$ cat config.mk
export PLATFORM = sky130hd
export DESIGN_NAME = spawn_ctrl
export DESIGN_NICKNAME = d
export VERILOG_FILES = /design/src/rtl/spawn_ctrl_pkg.sv /design/src/rtl/spawn_ctrl_drop_timer.sv /design/src/rtl/spawn_ctrl.sv
export SDC_FILE = /design/constraint.sdc
export NUM_CORES = 1
export LEC_CHECK = 0
export ABC_AREA = 1
export CORE_MARGIN = 1.5
export CORE_UTILIZATION = 62
export CTS_CLUSTER_DIAMETER = 100
export DETAILED_ROUTE_END_ITERATION = 7
export PLACE_DENSITY = 0.83
export SLEW_MARGIN = 40
export SYNTH_ARGS = -nofsm -noshare
export SYNTH_HDL_FRONTEND = slang
export SYNTH_HIERARCHICAL = 1
export SYNTH_SLANG_ARGS = --single-unit
$ cat constraint.sdc
create_clock -name CLK_25M -period 4.6 [get_ports CLK_25M]
set_clock_uncertainty 0.15 [all_clocks]
set_input_delay 0.69 -clock CLK_25M [delete_from_list [all_inputs] [get_ports CLK_25M]]
set_output_delay 0.69 -clock CLK_25M [all_outputs]
set_load 0.01 [all_outputs]
$ cat src/rtl/spawn_ctrl_pkg.sv
// Shared definitions for the piece-sequencing stage: piece type codes, FSM
// state codes and gravity timing defaults.
package spawn_ctrl_pkg;

  localparam logic [2:0] TYPE1 = 3'd1;
  localparam logic [2:0] TYPE2 = 3'd2;
  localparam logic [2:0] TYPE3 = 3'd3;
  localparam logic [2:0] TYPE4 = 3'd4;
  localparam logic [2:0] TYPE5 = 3'd5;
  localparam logic [2:0] TYPE6 = 3'd6;
  localparam logic [2:0] TYPE7 = 3'd7;

  typedef logic [2:0] spawn_state_t;

  localparam logic [2:0] SPAWN_IDLE  = 3'd0;
  localparam logic [2:0] SPAWN_LOAD  = 3'd1;
  localparam logic [2:0] SPAWN_CHECK = 3'd2;
  localparam logic [2:0] SPAWN_PLAY  = 3'd3;
  localparam logic [2:0] SPAWN_OVER  = 3'd4;

  localparam int unsigned DROP_PERIOD_DEFAULT = 32'd12500000;
  localparam int unsigned SOFT_DIV_DEFAULT    = 32'd8;

  // Last counter value before a tick for a period of period/div cycles.
  function automatic int unsigned tick_limit(input int unsigned period, input int unsigned div);
    int unsigned cycles;
    cycles = period / div;
    if (cycles > 32'd0) begin
      return cycles - 32'd1;
    end else begin
      return 32'd0;
    end
  endfunction

endpackage

$ cat src/rtl/spawn_ctrl_drop_timer.sv
// Gravity timer: counts cycles while the piece falls and emits a registered
// one-cycle drop_tick each time the (normal or soft-drop) threshold is met.
module drop_timer
  import spawn_ctrl_pkg::*;
#(
  parameter int unsigned DROP_PERIOD = DROP_PERIOD_DEFAULT,
  parameter int unsigned SOFT_DIV    = SOFT_DIV_DEFAULT
) (
  input  logic CLK_25M,
  input  logic key_reset,
  input  logic enable,
  input  logic clear,
  input  logic soft_drop,
  output logic drop_tick
);

  localparam int unsigned CNT_W = (DROP_PERIOD > 32'd1) ? $clog2(DROP_PERIOD) : 32'd1;
  localparam logic [CNT_W-1:0] LIMIT_NORM = CNT_W'(tick_limit(DROP_PERIOD, 32'd1));
  localparam logic [CNT_W-1:0] LIMIT_SOFT = CNT_W'(tick_limit(DROP_PERIOD, SOFT_DIV));

  logic [CNT_W-1:0] cnt_r;
  logic [CNT_W-1:0] limit_s;
  logic             tick_r;

  // Select the active threshold from the soft-drop level.
  always_comb begin
    limit_s = LIMIT_NORM;
    if (soft_drop) begin
      limit_s = LIMIT_SOFT;
    end else begin
      limit_s = LIMIT_NORM;
    end
  end

  // Counter and tick register; >= catches a switch to soft drop past the small limit.
  always_ff @(posedge CLK_25M or posedge key_reset) begin
    if (key_reset) begin
      cnt_r  <= {CNT_W{1'b0}};
      tick_r <= 1'b0;
    end else if (!enable || clear) begin
      cnt_r  <= {CNT_W{1'b0}};
      tick_r <= 1'b0;
    end else if (cnt_r >= limit_s) begin
      cnt_r  <= {CNT_W{1'b0}};
      tick_r <= 1'b1;
    end else begin
      cnt_r  <= cnt_r + CNT_W'(1);
      tick_r <= 1'b0;
    end
  end

  assign drop_tick = tick_r;

endmodule

$ cat src/rtl/spawn_ctrl.sv
// Piece-sequencing FSM: latches the next piece, runs the spawn-collision
// handshake with the board, drives gravity and flags game over.
module spawn_ctrl
  import spawn_ctrl_pkg::*;
#(
  parameter int unsigned DROP_PERIOD = DROP_PERIOD_DEFAULT,
  parameter int unsigned SOFT_DIV    = SOFT_DIV_DEFAULT,
  parameter int unsigned TYPE_W      = 32'd3
) (
  input  logic              CLK_25M,
  input  logic              key_reset,
  input  logic              key_start,
  input  logic [TYPE_W-1:0] next_type,
  input  logic              piece_locked,
  input  logic              check_ack,
  input  logic              spawn_blocked,
  input  logic              soft_drop,
  output logic              Update,
  output logic [TYPE_W-1:0] cur_type,
  output logic              spawn_req,
  output logic              spawn_valid,
  output logic              drop_tick,
  output logic              playing,
  output logic              game_over
);

  spawn_state_t      state_r;
  spawn_state_t      state_nxt_s;
  logic [TYPE_W-1:0] cur_type_r;
  logic              update_r;
  logic              spawn_req_r;
  logic              spawn_valid_r;
  logic              playing_r;
  logic              game_over_r;
  logic              timer_en_s;
  logic              timer_clr_s;

  // Next-state decode; OVER is only left through reset.
  always_comb begin
    state_nxt_s = state_r;
    case (state_r)
      SPAWN_IDLE: begin
        if (key_start) begin
          state_nxt_s = SPAWN_LOAD;
        end else begin
          state_nxt_s = SPAWN_IDLE;
        end
      end
      SPAWN_LOAD: state_nxt_s = SPAWN_CHECK;
      SPAWN_CHECK: begin
        if (check_ack && spawn_blocked) begin
          state_nxt_s = SPAWN_OVER;
        end else if (check_ack) begin
          state_nxt_s = SPAWN_PLAY;
        end else begin
          state_nxt_s = SPAWN_CHECK;
        end
      end
      SPAWN_PLAY: begin
        if (piece_locked) begin
          state_nxt_s = SPAWN_LOAD;
        end else begin
          state_nxt_s = SPAWN_PLAY;
        end
      end
      SPAWN_OVER: state_nxt_s = SPAWN_OVER;
      default:    state_nxt_s = SPAWN_IDLE;
    endcase
  end

  // State register with outputs registered from the next state so they align with it.
  always_ff @(posedge CLK_25M or posedge key_reset) begin
    if (key_reset) begin
      state_r       <= SPAWN_IDLE;
      update_r      <= 1'b0;
      spawn_req_r   <= 1'b0;
      spawn_valid_r <= 1'b0;
      playing_r     <= 1'b0;
      game_over_r   <= 1'b0;
    end else begin
      state_r       <= state_nxt_s;
      update_r      <= (state_nxt_s == SPAWN_LOAD);
      spawn_req_r   <= (state_nxt_s == SPAWN_CHECK);
      spawn_valid_r <= (state_r == SPAWN_CHECK) && check_ack && !spawn_blocked;
      playing_r     <= (state_nxt_s == SPAWN_CHECK) || (state_nxt_s == SPAWN_PLAY);
      game_over_r   <= (state_nxt_s == SPAWN_OVER);
    end
  end

  // Capture the pre-advance generator output at the end of LOAD; zero falls back to TYPE1.
  always_ff @(posedge CLK_25M or posedge key_reset) begin
    if (key_reset) begin
      cur_type_r <= {TYPE_W{1'b0}};
    end else if (state_r == SPAWN_LOAD) begin
      if (next_type == {TYPE_W{1'b0}}) begin
        cur_type_r <= TYPE_W'(TYPE1);
      end else begin
        cur_type_r <= next_type;
      end
    end else begin
      cur_type_r <= cur_type_r;
    end
  end

  assign timer_en_s  = (state_r == SPAWN_PLAY);
  assign timer_clr_s = piece_locked;

  drop_timer #(
    .DROP_PERIOD (DROP_PERIOD),
    .SOFT_DIV    (SOFT_DIV)
  ) u_drop_timer (
    .CLK_25M   (CLK_25M),
    .key_reset (key_reset),
    .enable    (timer_en_s),
    .clear     (timer_clr_s),
    .soft_drop (soft_drop),
    .drop_tick (drop_tick)
  );

  assign Update      = update_r;
  assign cur_type    = cur_type_r;
  assign spawn_req   = spawn_req_r;
  assign spawn_valid = spawn_valid_r;
  assign playing     = playing_r;
  assign game_over   = game_over_r;

endmodule

# Yosys cells after proc, flatten, opt, wreduce, memory -nomap -nowiden
# Cells that the tools add are included.
[word_totals] word_cells=39 input_bits=10 regBits=36 out_inout_bits=9
[op_classes] n_eq_ne=8 n_addsub=1 reduce_logical=9 muxes=11 n_lt_le_gt_ge=1
[op_table] operator="2-to-1 mux 24 bit" count=3
[op_table] operator="adder 24 x 1 -> 24 bit (second input constant)" count=1
[op_table] operator="greater-or-equal comparator 24 bit" count=1
[op_table] operator="one-hot mux 3 bit (5 select lines)" count=1
[op_table] operator="equality test 3 x 2 -> 1 bit (second input constant)" count=4
[op_table] operator="equality test 3 x 1 -> 1 bit (second input constant)" count=2
[op_table] operator="equality test 3 bit (second input constant)" count=2
[op_table] operator="zero test 3 bit" count=2
[op_table] operator="2-to-1 mux 3 bit" count=2
[op_table] operator="2-to-1 mux 1 bit" count=4
[op_table] operator="logical AND 1 bit" count=3
[op_table] operator="zero test 1 bit" count=2
[op_table] operator="logical OR 1 bit" count=2
[op_table] operator="2-to-1 mux 2 bit" count=1

# Depth between registers and ports, before layout
# Gate-level depths: netlist of run 1.
[logic_depth] depth_word=5 mapped_depth=12 ltp_nobuf=11

# By module
# Netlist of run 1, hierarchy kept.
[modules_own_cells] mod="drop_timer" cells_per_inst=282 seq_area_each_um2=625.6 area_per_inst_um2=1854.3 instances=1
[modules_own_cells] mod="spawn_ctrl" cells_per_inst=58 seq_area_each_um2=275.3 area_per_inst_um2=489.2 instances=1

# Least setup slack after synthesis of run 1
# No wires, ideal clock.
[synth_path] kind="in2reg" from="input soft_drop" to="register u_drop_timer.cnt_r[16]" stages=10 arrival_time_ps=1804 n_path_buf=1 setup_ps=71 required_time_ps=4379 path_slack_ps=2575 path_cell_list="inv_1 -> ha_1 -> nand2_1 -> inv_1 -> a22oi_1 -> nand2_1 -> nand2_1 -> nand3_2 -> buf_6 -> nor2_1"
[synth_between] elab_chain_cells=4
[synth_rtl] item="start, declared" line="spawn_ctrl.sv:17" text="input logic soft_drop,"
[synth_rtl] item="2-to-1 mux 24 bit" line="spawn_ctrl_drop_timer.sv:28" text="if (soft_drop) begin"
[synth_rtl] item="greater-or-equal comparator 24 bit" line="spawn_ctrl_drop_timer.sv:43" text="end else if (cnt_r >= limit_s) begin"
[synth_rtl] item="2-to-1 mux 24 bit" line="spawn_ctrl_drop_timer.sv:43"
[synth_rtl] item="2-to-1 mux 24 bit" line="spawn_ctrl_drop_timer.sv:40" text="end else if (!enable || clear) begin"
[synth_rtl] item="end signal, assigned" line="spawn_ctrl_drop_timer.sv:41" text="cnt_r <= {CNT_W{1'b0}};"
[synth_rtl] item="end signal, assigned" line="spawn_ctrl_drop_timer.sv:44" text="cnt_r <= {CNT_W{1'b0}};"
[synth_rtl] item="end signal, assigned" line="spawn_ctrl_drop_timer.sv:47" text="cnt_r <= cnt_r + CNT_W'(1);"
[synth_rtl] item="end, declared" line="spawn_ctrl_drop_timer.sv:21" text="logic [CNT_W-1:0] cnt_r;"
# Every way passes these cells.
# A chain may end at the register's enable or synchronous reset.

# Worst setup path in the final report of run 1
[layout_path] from="input soft_drop" to="register u_drop_timer.cnt_r[20]"
# Same word-level chain as after synthesis.

==> out/results.ini, run 1 <==
[floorplanning]
die_h_microns = 64.5
fp.dieW_microns = 64.5
io_pins = 19
core_sq_um = 3630
rows = 22
initial_utilization_pct = 64.5
die_area_sq_um = 4160

[yosys]
synth_top_area_share_pct = 38.4
ys_seq_elements = 36
async_flop_share_pct = 100
syn_area_sq_um = 2340
syn-mean-instance-area_sq_um = 6.89
synthAdderAreaFrac_pct = 7.47
synth_top_family_by_area = simple AND/OR/NAND/NOR gates
ys_warn_count = 6
ys.flop_type = dfrtp_1
yosys.area_share.simple_pct = 38.7
synth.top_cells.by_area = dfrtp_1 38%, nand2_1 16%, nor2_1 12%, ha_1 7.5%, inv_1 5.6%
synth_seq_area_share_pct = 38.4
postSynthCellCount = 340
synth_common_cells = 98 x nand2_1, 72 x nor2_1, 36 x dfrtp_1, 35 x inv_1, 26 x nand3_1
syn-num-nets = 364
synth_top_area_cell = dfrtp_1
yosysMostFrequentCell = nand2_1
synth_xor_xnor_area_share_pct = 0.374
yosys.cell_types.count = 26
synth_compound_area_share_pct = 7.47
synth_edf_count = 0
synth_mux_area_share_pct = 0

[setup_path]
r2r_setup_slack_ns = 2.46
worstPathMaxFanout = 24
crit_required_ns = 4.65
crit_arrival_ns = 3.07
end_kind = flip-flop
crit_type = primary input to flip-flop
startpoint_type = primary input
r2r-start = u_drop_timer/cnt_r[14]$_DFF_PP0_
cp-startpoint = soft_drop

[hold_path]
min_path_type = flip-flop to flip-flop
hp-start = cur_type[1]$_DFFE_PP0P_

[place]
port_buffers = 18
dpl.hpwl_microns = 3910
gp_congestion = 0.933
dpl_cell_area_sq_um = 2560
place_inst = 404

[grt]
busiest_layer = met2
antenna_found_initial = 0
use_met2_pct = 46.5
use_met1_pct = 38.5
grt_use_met3_pct = 6.08
grt_pass1_wl_microns = 9070
grtUsageTotal_pct = 28.2
grt_max_degree = 26
grt_overflow = 0
grt_pass1_vias = 2025

[sta]
min_period_ns = 3.02
fin_tns_setup_ns = 0
rsz0062_at_grt = false
fmax_mhz = 332
maxSlewHeadroom_pct = 64.4
worstMarginPinSlew_ns = 0.533
final-hold-violation-count = 0
setup_viol = 0
fin_crit_sh_pct = 65.6
slew_violations = 0

[route]
firstDrtPassIters = 5
avgRoutedWirePerCell_microns = 12.5
drc = 0
drt-total-wl_microns = 5150
viasPerCell = 5.37
vias = 2211
antenna_left = 0
initialDrtViolationCount = 106

[finish]
final_area_sq_um = 2690
finalNetCount = 387
fin_cells = 412
diodes = 0
drive_above_1_share_pct = 8.24
area_growth_pct = 14.8

[clock_network]
cts_num_sinks = 36
cts-root-buf = clkbuf_8
cts_tree = yes
cts-buffers-inserted = 5
cts.repair.resized = 0
clkLatencyLatePin_ns = 0.28
htreeDepth = 2
post_cts_buffers = 0
ctsHoldBuffers = 0
clkTransAtPathRegs_ns = 0.07
clk_path_buf_depth = 2

[pwr]
p_sw_uw = 265
ir_drop_v = 0.000316
clkPwrFrac_pct = 32.8
combPwrFrac_pct = 24.7
power.total_uw = 914
power.internal_uw = 649
p_per_area_nw_per_um2 = 340
p_leak_uw = 0.00131
p_seq_share_pct = 42.5
p_sw_share_pct = 29.0

[job]
cap_violations = 0

[status]
status = completed

==> layout make-up <==
cell class	instances	area, sq um
multi-input combinational	261	1260
fill	306	943
sequential	36	901
timing repair buffer	19	188
inverter	40	150
clock buffer	7	96.3
tap	48	60.1
clock inverter	1	30.0
==> per-stage QoR <==
step / utilization, % / hold WS, ns / setup WS [ns]
after floorplan: - / 0.375 / 2.57
after global placement: 70.6 / 0.324 / 1.44
after detailed placement: 70.6 / 0.343 / 1.33
after CTS: 74.0 / 0.365 / 1.58
after global routing: 74.0 / 0.407 / 1.36
final: 74.0 / 0.364 / 1.58
==> cell usage in the layout (no fill, tap or decap), drive strengths merged <==
master / count
ha: 14
clkdlybuf4s50: 18
a22oi: 1
or2: 6
nor3: 1
inv: 40
clkbuf: 7
a21oi: 10
dfrtp: 36
nand4: 2
nand3: 30
xor2: 1
o21ai: 14
o22ai: 1
bufinv: 1
nand2: 99
o21bai: 5
buf: 1
nor2: 76
and2: 1
==> cell families after synthesis <==
family	Yosys count
AO/OA/AOI/OAI	31
adder cells (fa/ha/maj)	14
XOR/XNOR	1
AND/OR/NAND/NOR	215
flip-flops	36
buffers and inverters	43
==> layer usage <==
layer / share of wire [%] / wire (microns)
met1: 46 / 2390
met2: 46 / 2390
met3: 6.3 / 326
met4: 0.80 / 41
met5: 0 / 0
==> registers in the layout, summed over array words and instances (netlist names) <==
register,flops
u_drop_timer/drop_tick,1
state_r,3
playing,1
game_over,1
spawn_valid,1
cur_type,3
Update,1
spawn_req,1
u_drop_timer/cnt_r,24
==> power by group through the flow <==
stage / combinational, uW / clock, uW / sequential (uW)
floorplan: 116 / 0 / 403
global placement: 218 / 0 / 392
detailed placement: 225 / 0 / 393
CTS: 228 / 303 / 388
global route: 259 / 318 / 393
finish: 226 / 300 / 388
==> worst paths after layout <==
kind | to | depth (start not counted)
min in group asynchronous | spawn_req$_DFF_PP0_ | 2
hold reg to reg | cur_type[1]$_DFFE_PP0P_ | 2
setup / recovery | u_drop_timer/cnt_r[20]$_DFF_PP0_ | 10
hold / removal | cur_type[1]$_DFFE_PP0P_ | 2
max in group asynchronous | u_drop_timer/cnt_r[18]$_DFF_PP0_ | 2
setup reg to reg | u_drop_timer/cnt_r[20]$_DFF_PP0_ | 8
==> worst max-delay path, cell delays in order <==
cell and delay, ns:
clkdlybuf4s50_1 0.69, inv_1 0.19, ha_1 0.32, nand2_1 0.08, inv_1 0.05, a22oi_1 0.21, nand2_1 0.09, nand2_1 0.08
nand3_2 0.40, nor2_1 0.26
Power figures use the tool's default switching activity.
==> run 2: changes to the inputs <==
CORE_UTILIZATION = 52   (was 62)
PLACE_DENSITY = 0.74   (was 0.83)
clock period = 2.61 ns   (was 4.6 ns; I/O delays follow)
==> run 2 against run 1 <==
  * Die area grew 18%
  * Combinational power grew 76%
  * Worst hold slack got worse by 0.090 ns
  * Sequential share of layout area is 0.26 points lower
  * Largest cell class unchanged
  * Largest power group unchanged
==> out/results.ini, run 2 (synthesized netlist as in run 1, its figures left out) <==
[floorplanning]
initial_utilization_pct = 53.8  ; -11 points
fp.dieW_microns = 70.1  ; +8.8%
core_sq_um = 4350  ; +20%
die_area_sq_um = 4920  ; +18%
die_h_microns = 70.1  ; +8.8%
io_pins = 19  ; unchanged
rows = 24  ; +9.1%

[grt]
grt_overflow = 0  ; unchanged
grtUsageTotal_pct = 23.3  ; -4.9 points
grt_use_met3_pct = 4.91  ; -1.2 points
busiest_layer = met2
grt_pass1_wl_microns = 8960  ; -1.3%
grt_max_degree = 26  ; unchanged
use_met2_pct = 35.2  ; -11 points
use_met1_pct = 33.5  ; -5.0 points
antenna_found_initial = 0  ; unchanged
grt_pass1_vias = 2021  ; -0.20%

[job]
cap_violations = 0  ; unchanged

[setup_path]
slowest_delay_ns = 0.48  ; -0.21 ns
crit_arrival_ns = 2.12  ; -0.95 ns
crit_required_ns = 2.64  ; -2.01 ns
critical_path.top_delay_family = buffers and inverters
reg2reg_depth = 9  ; +1
worst_path_max_delay_cell = clkdlybuf4s50_1
r2r_setup_slack_ns = 0.78  ; -1.68 ns
startpoint_type = primary input
worstPathMaxFanout = 24  ; unchanged
r2r-start = u_drop_timer/cnt_r[21]$_DFF_PP0_
end_kind = flip-flop
path_cells = clkdlybuf4s50_1 -> inv_1 -> ha_1 -> nand2_1 -> nor2_1 -> nand2_1 -> nor2_1 -> nand2_1 -> nand3_2 -> buf_12 -> nor2_1
critPathBufInv = 3  ; unchanged
crit_type = primary input to flip-flop
reg2reg_to = u_drop_timer/cnt_r[21]$_DFF_PP0_

[sta]
fmax_mhz = 480
min_period_ns = 2.08
maxSlewHeadroom_pct = 69.9  ; +5.5 points
slew_violations = 0  ; unchanged
rsz0062_at_grt = false
fin_tns_setup_ns = 0  ; unchanged
setup_viol = 0  ; unchanged
worstMarginPinSlew_ns = 0.451  ; -0.0828 ns
final-hold-violation-count = 0  ; unchanged
fin_crit_sh_pct = 79.8

[status]
status = completed

[clock_network]
clkTransAtPathRegs_ns = 0.07  ; about the same
cts_tree = yes
cts-root-buf = clkbuf_8
clkLatencyLatePin_ns = 0.29  ; about the same
post_cts_buffers = 0  ; unchanged
clk_path_buf_depth = 2  ; unchanged
htreeDepth = 2  ; unchanged
cts.repair.resized = 0  ; unchanged
ctsHoldBuffers = 0  ; unchanged
cts_num_sinks = 36  ; unchanged
cts-buffers-inserted = 5  ; unchanged

[place]
dpl_cell_area_sq_um = 2600  ; +1.6%
dpl.hpwl_microns = 3930  ; +0.58%
port_buffers = 18  ; unchanged
place_inst = 411  ; +1.7%
gp_congestion = 0.882  ; -5.5%

[finish]
layout_common_cells = 98 x nand2_1, 72 x nor2_1, 36 x dfrtp_1
mostFrequentLayoutCell = nand2_1
final_area_sq_um = 2710  ; +0.79%
regMostFlops = u_drop_timer/cnt_r
drive_above_1_share_pct = 8.45  ; +0.21 points
fin_cells = 419  ; +1.7%
area_growth_pct = 15.7
fillers = 405  ; +32%
largest_reg_flops = 24  ; unchanged
diodes = 0  ; unchanged
finalNetCount = 390  ; +0.78%

[route]
viasPerCell = 5.07  ; -5.5%
avgRoutedWirePerCell_microns = 12.4  ; -0.89%
drc = 0  ; unchanged
vias = 2126  ; -3.8%
initialDrtViolationCount = 151  ; +42%
drt-total-wl_microns = 5190  ; +0.80%
antenna_left = 0  ; unchanged
firstDrtPassIters = 4  ; -1

[pwr]
p_leak_uw = 0.00132  ; +0.73%
p_per_area_nw_per_um2 = 579  ; +70%
ir_drop_v = 0.000541  ; +71%
power.total_uw = 1570  ; +72%

[hold_path]
min_path_type = primary input to asynchronous set/reset pin

[run 2: cell count changes in the layout (fill, tap and decap cells not counted)]
cell | before | now
clkinv_2 | 0 | 1
buf_4 | 1 | 3
clkbuf_8 | 7 | 5
buf_12 | 0 | 1
clkbuf_1 | 0 | 1
inv_1 | 34 | 35
inv_2 | 6 | 5
[run 2: per-layer routing]
layer | vias to the layer above | routed length [microns]
li1 | 1121 | -
met1 | 957 | 2600
met2 | 42 | 2260
met3 | 6 | 256
met4 | 0 | 70
met5 | - | 0
[run 2: worst max-delay path by stage]
stage	end	from	cells past startpoint
after floorplan	u_drop_timer/cnt_r[16]$_DFF_PP0_	soft_drop	10
after global placement	u_drop_timer/cnt_r[17]$_DFF_PP0_	soft_drop	11
after detailed placement	u_drop_timer/cnt_r[21]$_DFF_PP0_	soft_drop	11
after CTS	u_drop_timer/cnt_r[21]$_DFF_PP0_	soft_drop	11
after global routing	u_drop_timer/cnt_r[20]$_DFF_PP0_	soft_drop	11
final	u_drop_timer/cnt_r[21]$_DFF_PP0_	soft_drop	11
[run 2: per-stage QoR]
stage	hold WS [ns]	setup slack [ns]	utilization, %
2_1_floorplan	0.0939	0.883	-
5_1_grt	0.333	0.383	62.3
3_3_place_gp	0.326	0.283	59.8
4_1_cts	0.289	0.526	62.3
3_5_place_dp	0.335	0.223	59.8
6_report	0.274	0.527	62.3
[run 2: area by class of cell]
cell class,instances,area (sq um),area share (%)
multi-input cells,261,1260,46.7
flip-flops and latches,36,901,33.2
repair buffers,22,223,8.21
inverters,40,150,5.54
clock buffers,6,72.6,2.68
well taps,52,65.1,2.40
clock inverters,2,35.0,1.29
[run 2: power breakdown]
group          internal (uW)  switching, uW
Clock                    283            203
Sequential               631           55.6
Combinational            177            219
